$ cat config.mk
export PLATFORM = sky130hd
export DESIGN_NAME = clog2_engine
export DESIGN_NICKNAME = d
export VERILOG_FILES = /design/src/rtl/clog2_pkg.sv /design/src/rtl/clog2_engine.sv
export SDC_FILE = /design/constraint.sdc
export NUM_CORES = 1
export LEC_CHECK = 0
export BUFFER_PORTS_ARGS = -buffer_cell sky130_fd_sc_hd__buf_2
export CAP_MARGIN = 20
export CORE_AREA = 4 4 41 43
export CTS_CLUSTER_SIZE = 25
export DETAILED_ROUTE_END_ITERATION = 10
export DIE_AREA = 0 0 45 47
export PLACE_DENSITY = 0.67
export RECOVER_POWER = 50
export SYNTH_ARGS = -nofsm -noshare
export SYNTH_HDL_FRONTEND = slang
export SYNTH_SLANG_ARGS = --single-unit
$ cat constraint.sdc
create_clock -name clk -period 2 [get_ports clk]
set_input_delay 0.2 -clock clk [delete_from_list [all_inputs] [get_ports clk]]
set_output_delay 0.2 -clock clk [all_outputs]
set_load 0.005 [all_outputs]
$ cat src/rtl/clog2_pkg.sv
// Shared definitions for the ceiling-log2 engine: FSM state encoding and a
// behavioural reference for clog2 that is usable from any consumer.
package clog2_pkg;

  typedef enum logic [1:0] {
    IDLE = 2'd0,
    BUSY = 2'd1,
    DONE = 2'd2
  } state_t;

  // clog2(0)=0, clog2(1)=0, otherwise bit-length of (x-1).
  function automatic int unsigned clog2_ref(input int unsigned x);
    int unsigned y;
    int unsigned n;
    n = 0;
    if (x > 1) begin
      y = x - 1;
      for (int i = 0; i < 32; i++) begin
        if (y[i]) n = i + 1;
      end
    end
    return n;
  endfunction

endpackage

$ cat src/rtl/clog2_engine.sv
// Iterative ceiling-log2 engine. An accepted operand is reduced to (a-1),
// then shifted right one bit per cycle while a counter tracks the number of
// shifts; the count at x==0 is the bit-length of (a-1), i.e. clog2(a).
// Valid/ready handshakes on both sides; one operand in flight at a time.
module clog2_engine
  import clog2_pkg::*;
#(
  parameter int W  = 4,
  parameter int RW = $clog2(W + 1)
) (
  input  logic          clk,
  input  logic          rst_n,
  input  logic          in_valid,
  output logic          in_ready,
  input  logic [W-1:0]  in_a,
  output logic          out_valid,
  input  logic          out_ready,
  output logic [RW-1:0] out_clog2,
  output logic          out_pow2
);

  state_t        r_state;
  logic [W-1:0]  r_x;
  logic [RW-1:0] r_cnt;
  logic          r_pow2;

  logic [W-1:0]  w_am1;
  logic          w_a_nz;
  logic          w_pow2;

  // a-1 is only formed for a nonzero operand so the subtraction never wraps.
  assign w_a_nz = (in_a != '0);
  assign w_am1  = w_a_nz ? (in_a - W'(1)) : '0;
  assign w_pow2 = w_a_nz && ((in_a & w_am1) == '0);

  // Control and shift/count datapath; x holds at most W bits, so cnt tops out at W.
  always_ff @(posedge clk) begin
    if (!rst_n) begin
      r_state <= IDLE;
      r_x     <= '0;
      r_cnt   <= '0;
      r_pow2  <= 1'b0;
    end else begin
      case (r_state)
        IDLE: begin
          if (in_valid) begin
            r_x     <= w_am1;
            r_cnt   <= '0;
            r_pow2  <= w_pow2;
            r_state <= BUSY;
          end
        end
        BUSY: begin
          if (r_x != '0) begin
            r_x   <= r_x >> 1;
            r_cnt <= r_cnt + RW'(1);
          end else begin
            r_state <= DONE;
          end
        end
        DONE: begin
          // Returning to IDLE here; a new operand is only taken next cycle.
          if (out_ready) r_state <= IDLE;
        end
        default: r_state <= IDLE;
      endcase
    end
  end

  // Results are gated so they read as zero whenever no result is offered.
  assign in_ready  = (r_state == IDLE);
  assign out_valid = (r_state == DONE);
  assign out_clog2 = out_valid ? r_cnt : '0;
  assign out_pow2  = out_valid & r_pow2;

endmodule

Yosys cells after proc, flatten, opt, wreduce, memory -nomap -nowiden
Index checks and enable logic that the tools add are counted.

Add/subtract/negate cells: 2. Multipliers: 0. Divide/modulo/power cells: 0. $lt $le $gt $ge: 0. Equal/unequal tests: 6. Shift operators: 0. Multiplexer cells: 12. Bitwise operators: 2. Reductions and logical operators: 9.

Operator list (number): two-way mux 4 bit (3); two-way mux 3 bit (3); one-hot mux 4 bit (2 select lines) (1); nonzero test 4 bit (2); two-way mux 2 bit (3); inequality test 2 bit (second input constant) (3); one-hot mux 2 bit (3 select lines) (1); one-hot mux 3 bit (2 select lines) (1); AND reduction 3 bit (2); bitwise AND 4 bit (1); zero test 4 bit (1); subtractor 4 x 1 -> 4 bit (second input constant) (1); adder 3 x 1 -> 3 bit (second input constant) (1); equality test 2 x 1 -> 1 bit (second input constant) (1); equality test 2 bit (second input constant) (1); zero test 2 bit (1); inequality test 2 x 1 -> 1 bit (second input constant) (1); AND reduction 2 bit (1); nonzero test 2 bit (1); bitwise AND 1 bit (1); logical AND 1 bit (1).

Bits in registers: 10. Latch bits: 0. Memory bits (writable): 0. Memory bits (read-only): 0. Bits of input ports: 8. Output and inout bits: 6. Memories kept: 0.

Longest topological paths before layout
Gate-level depths: netlist of run 1.

Word-level depth: 5. Depth in mapped cells: 4. Depth with buffers taken out: 4.

Worst setup path before layout of run 1
No wires, ideal clock.

Path kind: register -> register. From: register r_x[3]. To: register r_cnt[1]. Library setup time: 0.072 ns. Arrival: 1.215 ns. Required time: 1.928 ns. Path slack: 0.713 ns. Stages on the path, launching flop included: 4. Buffers on the path: 0. Cell sequence: dfxtp_1 or4_4 a21oi_2 mux2i_1.

Longest elaborated chain between the ends: 3.

RTL lines: start: declaration (RTL line clog2_engine.sv:23) `logic [W-1:0] r_x;`; start signal: assignment (RTL line clog2_engine.sv:47) `r_x <= w_am1;`; start signal: assignment (RTL line clog2_engine.sv:55) `r_x <= r_x >> 1;`; nonzero test 4 bit (RTL line clog2_engine.sv:54) `if (r_x != '0) begin`; inequality test 2 bit (no source line); AND reduction 3 bit (no source line); end signal: assignment (RTL line clog2_engine.sv:56) `r_cnt <= r_cnt + RW'(1);`; end: declaration (RTL line clog2_engine.sv:24) `logic [RW-1:0] r_cnt;`.

No other way between the ends. A chain may end at the register's enable or synchronous reset.

Final worst setup path of run 1
Same ends and word-level chain as after synthesis.

==> results of run 1 <==
## cell usage in the layout (no fill, tap or decap), types with 2 or more instances in the layout
master / count
o211ai_1: 2
dfxtp_1: 10
and2_1: 4
or4_1: 2
clkbuf_1: 2
a21oi_1: 4
o21ai_0: 5
o31ai_1: 2
buf_2: 12
nor2_1: 4
clkbuf_4: 3
nand2_1: 4
nor3_1: 2
nand3_1: 3
or3_2: 2
nor2b_1: 2
inv_1: 4
## metrics by stage
step                total power [uW]  cells
floorplan                        340     68
global placement                 377     96
detailed placement               381     96
CTS                              517     99
global route                     535     99
finish                           507     99
## metal layers
layer	track usage	up-vias	share of wire
li1	-	285	-
met1	0.172	259	0.51
met2	0.226	12	0.42
met3	0.0345	6	0.056
met4	0.0702	0	0.019
met5	0	-	0
## worst max-delay path: cells and delay by family, from the launching register on
| kind | cells | cell delay, ns |
|---|---|---|
| simple gates | 1 | 0.55 |
| flops | 1 | 0.33 |
| compound gates | 1 | 0.33 |
| mux | 1 | 0.22 |
## how the worst max path moves through the flow
stage                    start  cells past startpoint        to
global placement        r_x[3]                      3  r_cnt[1]
detailed placement  r_state[1]                      3    r_x[2]
CTS                 r_state[1]                      3  out_pow2
global route        r_state[1]                      3  out_pow2
finish                  r_x[3]                      3  r_cnt[1]
floorplan               r_x[3]                      3  r_cnt[1]
## cell families (layout without fill, tap and decap cells)
| group | after synthesis | in the layout | synth area share |
|---|---|---|---|
| simple gates | 31 | 31 | 0.329 |
| compound gates | 19 | 19 | 0.225 |
| flops | 10 | 10 | 0.346 |
| buf+inv | 5 | 21 | 0.0454 |
| fa+ha+maj | 1 | 1 | 0.0216 |
| xor+xnor | 1 | 1 | 0.0152 |
| mux | 1 | 1 | 0.0173 |
## sequential cells by signal (all words and copies together) (netlist names)
name / flops
r_cnt: 3
r_pow2: 1
r_state: 2
r_x: 4
## final cells by class
cell class	instances	share of cell area
Multi-Input combinational cell	53	0.515
Timing Repair Buffer	14	0.101
Clock buffer	3	0.0337
Inverter	4	0.0225
Tap cell	15	0.0281
Sequential cell	10	0.300
## report_power, final
group          switching, uW  internal (uW)
clock network           71.2           69.6
registers               21.7            219
logic                   72.4           53.9
total                    165            342
==> reports/metrics.cfg, run 1 <==
[synthesis]
syn_nets = 77
ys_ff_latch = 10
synth_common_cells = 10 x dfxtp_1, 5 x o21ai_0
yosysWarnings = 0
synth_area_leader_cell = dfxtp_1
synth_edf_count = 0
synth_top_area_share = 0.346
synth-main-ff-cell = dfxtp_1
synthTopCellsByArea = dfxtp_1 35%, and2_1 4.3%, o21ai_0 4.3%
async_flop_share = 0
yosysSeqAreaShare = 0.346
synth_area_um2 = 578
synth_cell_types = 34
synthCells = 68
synth.avg_cell_area_um2 = 8.50
synth_most_common_cell = dfxtp_1

[setup_path]
end_kind = register
rrSetupSlack_ns = 0.48
reg2reg_depth = 3
cp_data_required_time_ns = 2.19
r2r-end = r_cnt[1]
cp_cell_sequence = or4_1 -> a21oi_1 -> mux2i_1
cp_max_fo = 4
critPathLaunchType = register
arrival_ns = 1.71
crit_type = reg -> reg
critPathMaxStageDelay_ns = 0.55
slowest_stage = or4_1
rr_startpoint = r_x[3]

[finish]
final.fill_count = 148
fin_area_um2 = 668
drive_gt1_frac = 0.238
diodes = 0
seqCellArea_um2 = 200
area_delta_synth_final_pct = 15.6
nNetsFinal = 95
utilization = 0.513
multi_input_area_um2 = 344

[timing]
min_period_ns = 1.52
hold_viol = 0
hold_slack_ns = 0.247
fin_ws_ns = 0.481
slew_headroom = 0.677
skew_ns = 0.00425
setup_tns_ns = 0
drv_slew = 0
rsz0062_at_grt = no
setup_viol = 0
max_freq_mhz = 658
worst_slew_pin_slew_ns = 0.481
period_share = 0.760

[floorplanning]
initial_core_util = 0.444
die_w_um = 45
die_h_um = 47
dieArea_mm2 = 0.00212
io_pins = 14
rows = 13
coreArea_mm2 = 0.00130

[worst_hold_path]
hold_path_depth = 3
min-delay-start = rst_n
min_path_type = in -> reg
holdPathEnd = r_pow2

[grt]
grt_usage = 0.139
antenna_found_initial = 0
grt_pass1_wl_mm = 2.10
grt_overflow = 0
grt_pass1_vias = 479
grt_max_degree = 11

[clocking]
cts.root.buffer_cell = clkbuf_4
post_cts_buffers = 0
cts_tree = yes
clock-sinks = 10
h-tree-depth = 1
cts_buffers = 3
clockBufferDepth = 2
clock_latency_ns = 0.27
cts_resized = 0
clkSlewWorstSetupHoldPaths_ns = 0.07
cts_hold_buf = 0

[detailed_routing]
drcViolationCount = 0
routed-via-count = 562
wl_per_cell_um = 13.0
drt_iter0_markers = 11
via_per_inst = 5.68
routed_wl_mm = 1.29
first_pass_iters = 4
drtAntennaViolNets = 0

[pwr]
p_per_area_mw_per_mm2 = 759
p_leak_uw = 0.000282
ir_drop_uv = 405

[outcome]
run_status = completed

[place]
post-place-ws_ns = 0.608
placed_cell_area_um2 = 658
dp_hpwl_um = 952
gp_congestion = 0.878
port-buffer-count = 13

[job]
maxCapViolCount = 0

Power figures use the tool's default switching activity.
==> run 2: changes to the inputs <==
--- a/config.mk
+++ b/config.mk
@@ -7,11 +7,11 @@
 export LEC_CHECK = 0
 export BUFFER_PORTS_ARGS = -buffer_cell sky130_fd_sc_hd__buf_2
 export CAP_MARGIN = 20
-export CORE_AREA = 4 4 41 43
+export CORE_MARGIN = 4
+export CORE_UTILIZATION = 44
 export CTS_CLUSTER_SIZE = 25
 export DETAILED_ROUTE_END_ITERATION = 10
-export DIE_AREA = 0 0 45 47
-export PLACE_DENSITY = 0.67
+export PLACE_DENSITY = 0.7
 export RECOVER_POWER = 50
 export SYNTH_ARGS = -nofsm -noshare
 export SYNTH_HDL_FRONTEND = slang
==> constraint.sdc (replaced) <==
create_clock -name clk -period 1.35 [get_ports clk]
set_input_delay 0.135 -clock clk [delete_from_list [all_inputs] [get_ports clk]]
set_output_delay 0.135 -clock clk [all_outputs]
set_load 0.005 [all_outputs]
==> run 2 against run 1 <==
The flow now finishes with violations (setup timing). Critical path depth stayed put. Critical path type unchanged. Clock-buffer cell count is 1 higher. Largest cell class unchanged. Maximum frequency increased by 12%. Cell area is 13% higher. Sequential cell count unchanged. Power increased by 74%.
==> reports/metrics.cfg, run 2 (synthesized netlist as in run 1, its figures left out) <==
[outcome]
run_status = complete, but fails checks
violations = setup timing

[finish]
utilization = 0.646  ; +0.133
fin_area_um2 = 757  ; +13%
final.fill_count = 110  ; -26%
top_register = r_x
largest_reg_flops = 4  ; unchanged
nNetsFinal = 99  ; +4.2%
diodes = 0  ; unchanged
multi_input_area_um2 = 380  ; +11%
mostFrequentLayoutCells = 13 x buf_2, 6 x dfxtp_1, 5 x buf_4
area_delta_synth_final_pct = 31.0
reg_top3 = r_x: 4 flops, r_cnt: 3 flops, r_state: 2 flops
final_common_cell = buf_2
drive_gt1_frac = 0.416  ; +0.178
seqCellArea_um2 = 205  ; +2.5%

[place]
post-place-ws_ns = 0.0205  ; -0.587 ns
gp_congestion = 0.808  ; -8.0%
port-buffer-count = 13  ; unchanged
dp_hpwl_mm = 1.02  ; +7.0%
placed_cell_area_um2 = 687  ; +4.4%

[setup_path]
crit_type = reg -> reg
arrival_ns = 1.48  ; -0.23 ns
path_buf_inv = 0  ; unchanged
cp_cell_sequence = or4_4 -> a211oi_2 -> a311oi_2
end_kind = register
cp_top_family = simple AND/OR/NAND/NOR gates
cp_data_required_time_ns = 1.48  ; -0.71 ns
critPathLaunchType = register
reg2reg_depth = 3  ; unchanged
cp.depth = 3  ; unchanged
slowest_stage = or4_4
critPathMaxStageDelay_ns = 0.55  ; about the same
cp_max_fo = 4  ; unchanged

[clocking]
cts_hold_buf = 0  ; unchanged
clkSlewWorstSetupHoldPaths_ns = 0.07  ; about the same
cts_buffers = 3  ; unchanged
clock_latency_ns = 0.27  ; about the same
post_cts_buffers = 0  ; unchanged
cts_tree = yes
h-tree-depth = 1  ; unchanged
clock-sinks = 10  ; unchanged
clockBufferDepth = 2  ; unchanged
cts.root.buffer_cell = clkbuf_4

[floorplanning]
die_w_um = 44.2  ; -1.7%
rows = 12  ; -1
coreArea_mm2 = 0.00117  ; -10%
io_pins = 14  ; unchanged
die_h_um = 44.2  ; -5.9%
dieArea_mm2 = 0.00196  ; -7.4%
initial_core_util = 0.494  ; +0.0494

[timing]
rsz0062_at_grt = yes
drv_slew = 0  ; unchanged
hold_viol = 0  ; unchanged
setup_viol = 1  ; +1
skew_ns = 0.00557  ; +0.00132 ns
period_share = 1.00  ; +0.243
max_freq_mhz = 739  ; +12%
setup_tns_ns = -0.00304  ; -0.00304 ns
min_period_ns = 1.35  ; -0.166 ns
hold_slack_ns = 0.182  ; -0.0641 ns
worst_slew_pin_slew_ns = 0.342  ; -0.139 ns
fin_ws_ns = -0.00304  ; -0.484 ns
slew_headroom = 0.771  ; +0.0944

[grt]
grt_usage = 0.150  ; +0.0103
grt_max_degree = 9  ; -2
grt_overflow = 0  ; unchanged
antenna_found_initial = 0  ; unchanged
grt_pass1_vias = 513  ; +7.1%
grt_pass1_wl_mm = 2.06  ; -1.9%

[detailed_routing]
m1WireLength_um = 611  ; -7.1%
via_per_inst = 5.56  ; -2.0%
routed-via-count = 573  ; +2.0%
first_pass_iters = 4  ; unchanged
routed.top_layer = met4
routed_wl_mm = 1.38  ; +7.0%
wl_met2_um = 619  ; +15%
wl_per_cell_um = 13.4  ; +2.9%
routed-wl-met3_um = 106  ; +47%
drcViolationCount = 0  ; unchanged
drt_iter0_markers = 16  ; +5
drtAntennaViolNets = 0  ; unchanged

[pwr]
p_per_area_mw_per_mm2 = 1170  ; +54%
power_frac_comb = 0.290  ; +0.041
p_clk_frac = 0.299  ; +0.022
p_int_uw = 616  ; +80%
p_sw_uw = 268  ; +62%
seq_power_share = 0.411  ; -0.063
ir_drop_uv = 601  ; +49%
p_sw_frac = 0.303  ; -0.0226
p_leak_uw = 0.000322  ; +14%

[job]
maxCapViolCount = 0  ; unchanged

[worst_hold_path]
hold_path_depth = 3  ; unchanged
min_path_type = in -> reg

[run 2: power by group through the flow]
stage	Clock, uW	Sequential [uW]	Combinational, uW
after CTS	275	355	226
after floorplan	0	355	149
after global routing	289	368	282
after global placement	0	360	222
final	265	363	256
after detailed placement	0	362	224
[run 2: layout make-up]
| class | count | area share |
|---|---|---|
| Clock buffer | 4 | 0.0479 |
| Multi-Input combinational cell | 53 | 0.502 |
| Timing Repair Buffer | 18 | 0.136 |
| Sequential cell | 10 | 0.271 |
| Inverter | 4 | 0.0198 |
| Tap cell | 14 | 0.0231 |
[run 2: timing repair]
item / 4_1_cts / 5_1_grt
pin swaps: 0 / 2
cloned: 0 / 0
setup endpoints to repair: 4 / 10
resized for setup: 1 / 10
[run 2: final timing paths]
path / slack, ns / to / startpoint
setup / recovery: -0.003 / r_x[0] / r_x[0]
hold / removal: 0.18 / r_cnt[0] / rst_n
setup reg to reg: -0.003 / r_x[0] / r_x[0]
hold reg to reg: 0.48 / r_cnt[2] / r_cnt[2]
[run 2: layer usage]
layer	vias to the layer above	track usage
met1	250	0.163
met3	6	0.0894
met5	-	0
met2	20	0.224
met4	0	0.0843
li1	297	-
[run 2: per-stage QoR]
| stage | total power [uW] | instances |
|---|---|---|
| after global routing | 939 | 103 |
| after CTS | 856 | 103 |
| after floorplan | 504 | 68 |
| after global placement | 583 | 99 |
| after detailed placement | 586 | 99 |
| final | 884 | 103 |
[run 2: worst min-delay path: stages]
cell,delay (ns)
buf_2,0.15
nand2_1,0.09
a21oi_1,0.04
==> run 3: changes to the inputs <==
--- a/config.mk
+++ b/config.mk
@@ -9,6 +9,7 @@
 export CAP_MARGIN = 20
 export CORE_MARGIN = 4
 export CORE_UTILIZATION = 44
+export CTS_BUF_LIST = sky130_fd_sc_hd__clkbuf_16
 export CTS_CLUSTER_SIZE = 25
 export DETAILED_ROUTE_END_ITERATION = 10
 export PLACE_DENSITY = 0.7
==> run 3 against run 2 <==
The flow still finishes with violations (setup timing). Utilization grew 4.7 points. Clock power is 96% higher. Register-to-register slack barely moved. Critical path type unchanged.
==> reports/metrics.cfg, run 3 (synthesized netlist as in run 1, its figures left out) <==
[outcome]
run_status = complete, but fails checks
violations = setup timing

[timing]
hold_viol = 0  ; unchanged
setup_tns_ns = -0.0101  ; -0.00704 ns
period_share = 1.01  ; +0.00522
skew_ns = 0.00224  ; -0.00333 ns
min_period_ns = 1.36  ; +0.00704 ns
slew_headroom = 0.761  ; -0.00977
setup_viol = 1  ; unchanged
fin_ws_ns = -0.0101  ; -0.00704 ns
drv_slew = 0  ; unchanged
rsz0062_at_grt = yes
worst_slew_pin_slew_ns = 0.357  ; +0.0146 ns
max_freq_mhz = 735  ; -0.52%

[setup_path]
end_kind = register
critPathLaunchType = register
critPathMaxStageDelay_ns = 0.57  ; +0.02 ns
cp_data_required_time_ns = 1.45  ; -0.03 ns
slowest_stage = or4_4
cp_cell_sequence = or4_4 -> a211oi_2 -> a311oi_2
arrival_ns = 1.46  ; -0.02 ns
cp_max_fo = 3  ; -1
crit_type = reg -> reg

[clocking]
h-tree-depth = 1  ; unchanged
clkSlewWorstSetupHoldPaths_ns = 0.04  ; -0.03 ns
clock_latency_ns = 0.24  ; -0.03 ns
cts_tree = yes
cts_hold_buf = 0  ; unchanged
cts.root.buffer_cell = clkbuf_16
clockBufferDepth = 2  ; unchanged
cts_buffers = 3  ; unchanged
clock-sinks = 10  ; unchanged

[floorplanning]
die_h_um = 44.2  ; unchanged
initial_core_util = 0.494  ; unchanged
rows = 12  ; unchanged
io_pins = 14  ; unchanged
coreArea_mm2 = 0.00117  ; unchanged
dieArea_mm2 = 0.00196  ; unchanged
die_w_um = 44.2  ; unchanged

[pwr]
p_leak_uw = 0.000345  ; +7.2%
p_total_uw = 1160  ; +31%
p_clk_frac = 0.449  ; +0.150
ir_drop_uv = 943  ; +57%
p_int_uw = 845  ; +37%
seq_power_share = 0.314  ; -0.097
p_per_area_mw_per_mm2 = 1430  ; +22%
p_sw_uw = 313  ; +17%
p_sw_frac = 0.270  ; -0.0330
power_frac_comb = 0.237  ; -0.053

[finish]
drive_gt1_frac = 0.411  ; -0.00462
reg_top3 = r_x: 4 flops, r_cnt: 3 flops, r_state: 2 flops
area_delta_synth_final_pct = 40.5
nNetsFinal = 100  ; +1.0%
final_common_cell = buf_2
mostFrequentLayoutCells = 12 x buf_2, 7 x dfxtp_1
diodes = 0  ; unchanged
largest_reg_flops = 4  ; unchanged
fin_area_um2 = 812  ; +7.3%
top_register = r_x

[place]
port-buffer-count = 13  ; unchanged
gp_congestion = 0.808  ; unchanged
post-place-ws_ns = 0.0205  ; unchanged
placed_cell_area_um2 = 687  ; unchanged
dp_hpwl_mm = 1.02  ; unchanged

[detailed_routing]
first_pass_iters = 4  ; unchanged
drt_iter0_markers = 22  ; +6
routed-via-count = 596  ; +4.0%
drcViolationCount = 0  ; unchanged
drtAntennaViolNets = 0  ; unchanged
routed_wl_mm = 1.48  ; +7.2%
via_per_inst = 5.73  ; +3.0%
wl_per_cell_um = 14.2  ; +6.1%

[grt]
grt_overflow = 0  ; unchanged
grt_usage = 0.157  ; +0.00749
antenna_found_initial = 0  ; unchanged
grt_pass1_wl_mm = 2.15  ; +4.0%
grt_pass1_vias = 525  ; +2.3%
grt_max_degree = 9  ; unchanged

[worst_hold_path]
min_path_type = in -> reg

[job]
maxCapViolCount = 0  ; unchanged

-- run 3: changes by cell type in the layout (fill, tap and decap cells not counted), sizes merged --
cell,change
clkbuf,+2
buf,-2
clkinv,+1
-- run 3: what timing repair did --
item | CTS | global route
pin swaps | 0 | 3
setup buffers | 0 | 1
gates resized for setup | 1 | 12
cloned | 0 | 0
setup endpoints to repair | 5 | 10
-- run 3: stage by stage --
step	instances	util	hold slack (ns)
floorplan	68	-	0.273
global placement	99	0.587	0.453
detailed placement	99	0.587	0.462
CTS	103	0.656	0.215
global route	104	0.693	0.237
finish	104	0.693	0.226
-- run 3: power by group through the flow --
stage                     Combinational (uW)  Clock (uW)  Sequential (uW)
after floorplan                          149           0              355
after global placement                   222           0              360
after detailed placement                 224           0              362
after CTS                                229         532              357
after global routing                     300         548              368
final                                    274         520              364
-- run 3: metal layers --
layer | vias up | part of all wire | track usage
li1 | 300 | - | -
met1 | 270 | 0.45 | 0.165
met2 | 22 | 0.45 | 0.244
met3 | 4 | 0.075 | 0.0894
met4 | 0 | 0.017 | 0.0904
met5 | - | 0 | 0
-- run 3: path summary, 6_finish.rpt --
kind	start	end	slack, ns	depth (start not counted)
hold reg to reg	r_cnt[2]	r_cnt[2]	0.48	2
hold / removal	rst_n	r_cnt[0]	0.23	3
setup reg to reg	r_x[0]	r_x[0]	-0.01	3
setup / recovery	r_x[0]	r_x[0]	-0.01	3
-- run 3: critical path, delay by kind of cell (launching register included) --
family,cells,cell delay (ns)
and+or+nand+nor,1,0.57
DFF,1,0.34
AOI/OAI and AO/OA,2,0.33
-- run 3: layout make-up --
cell class	instances	area, um^2
fillers	99	359
multi-input cells	53	390
repair buffers	19	104
flip-flops and latches	10	206
inverters	4	15.0
clock inverters	1	3.75
well taps	14	17.5
clock buffers	3	75.1
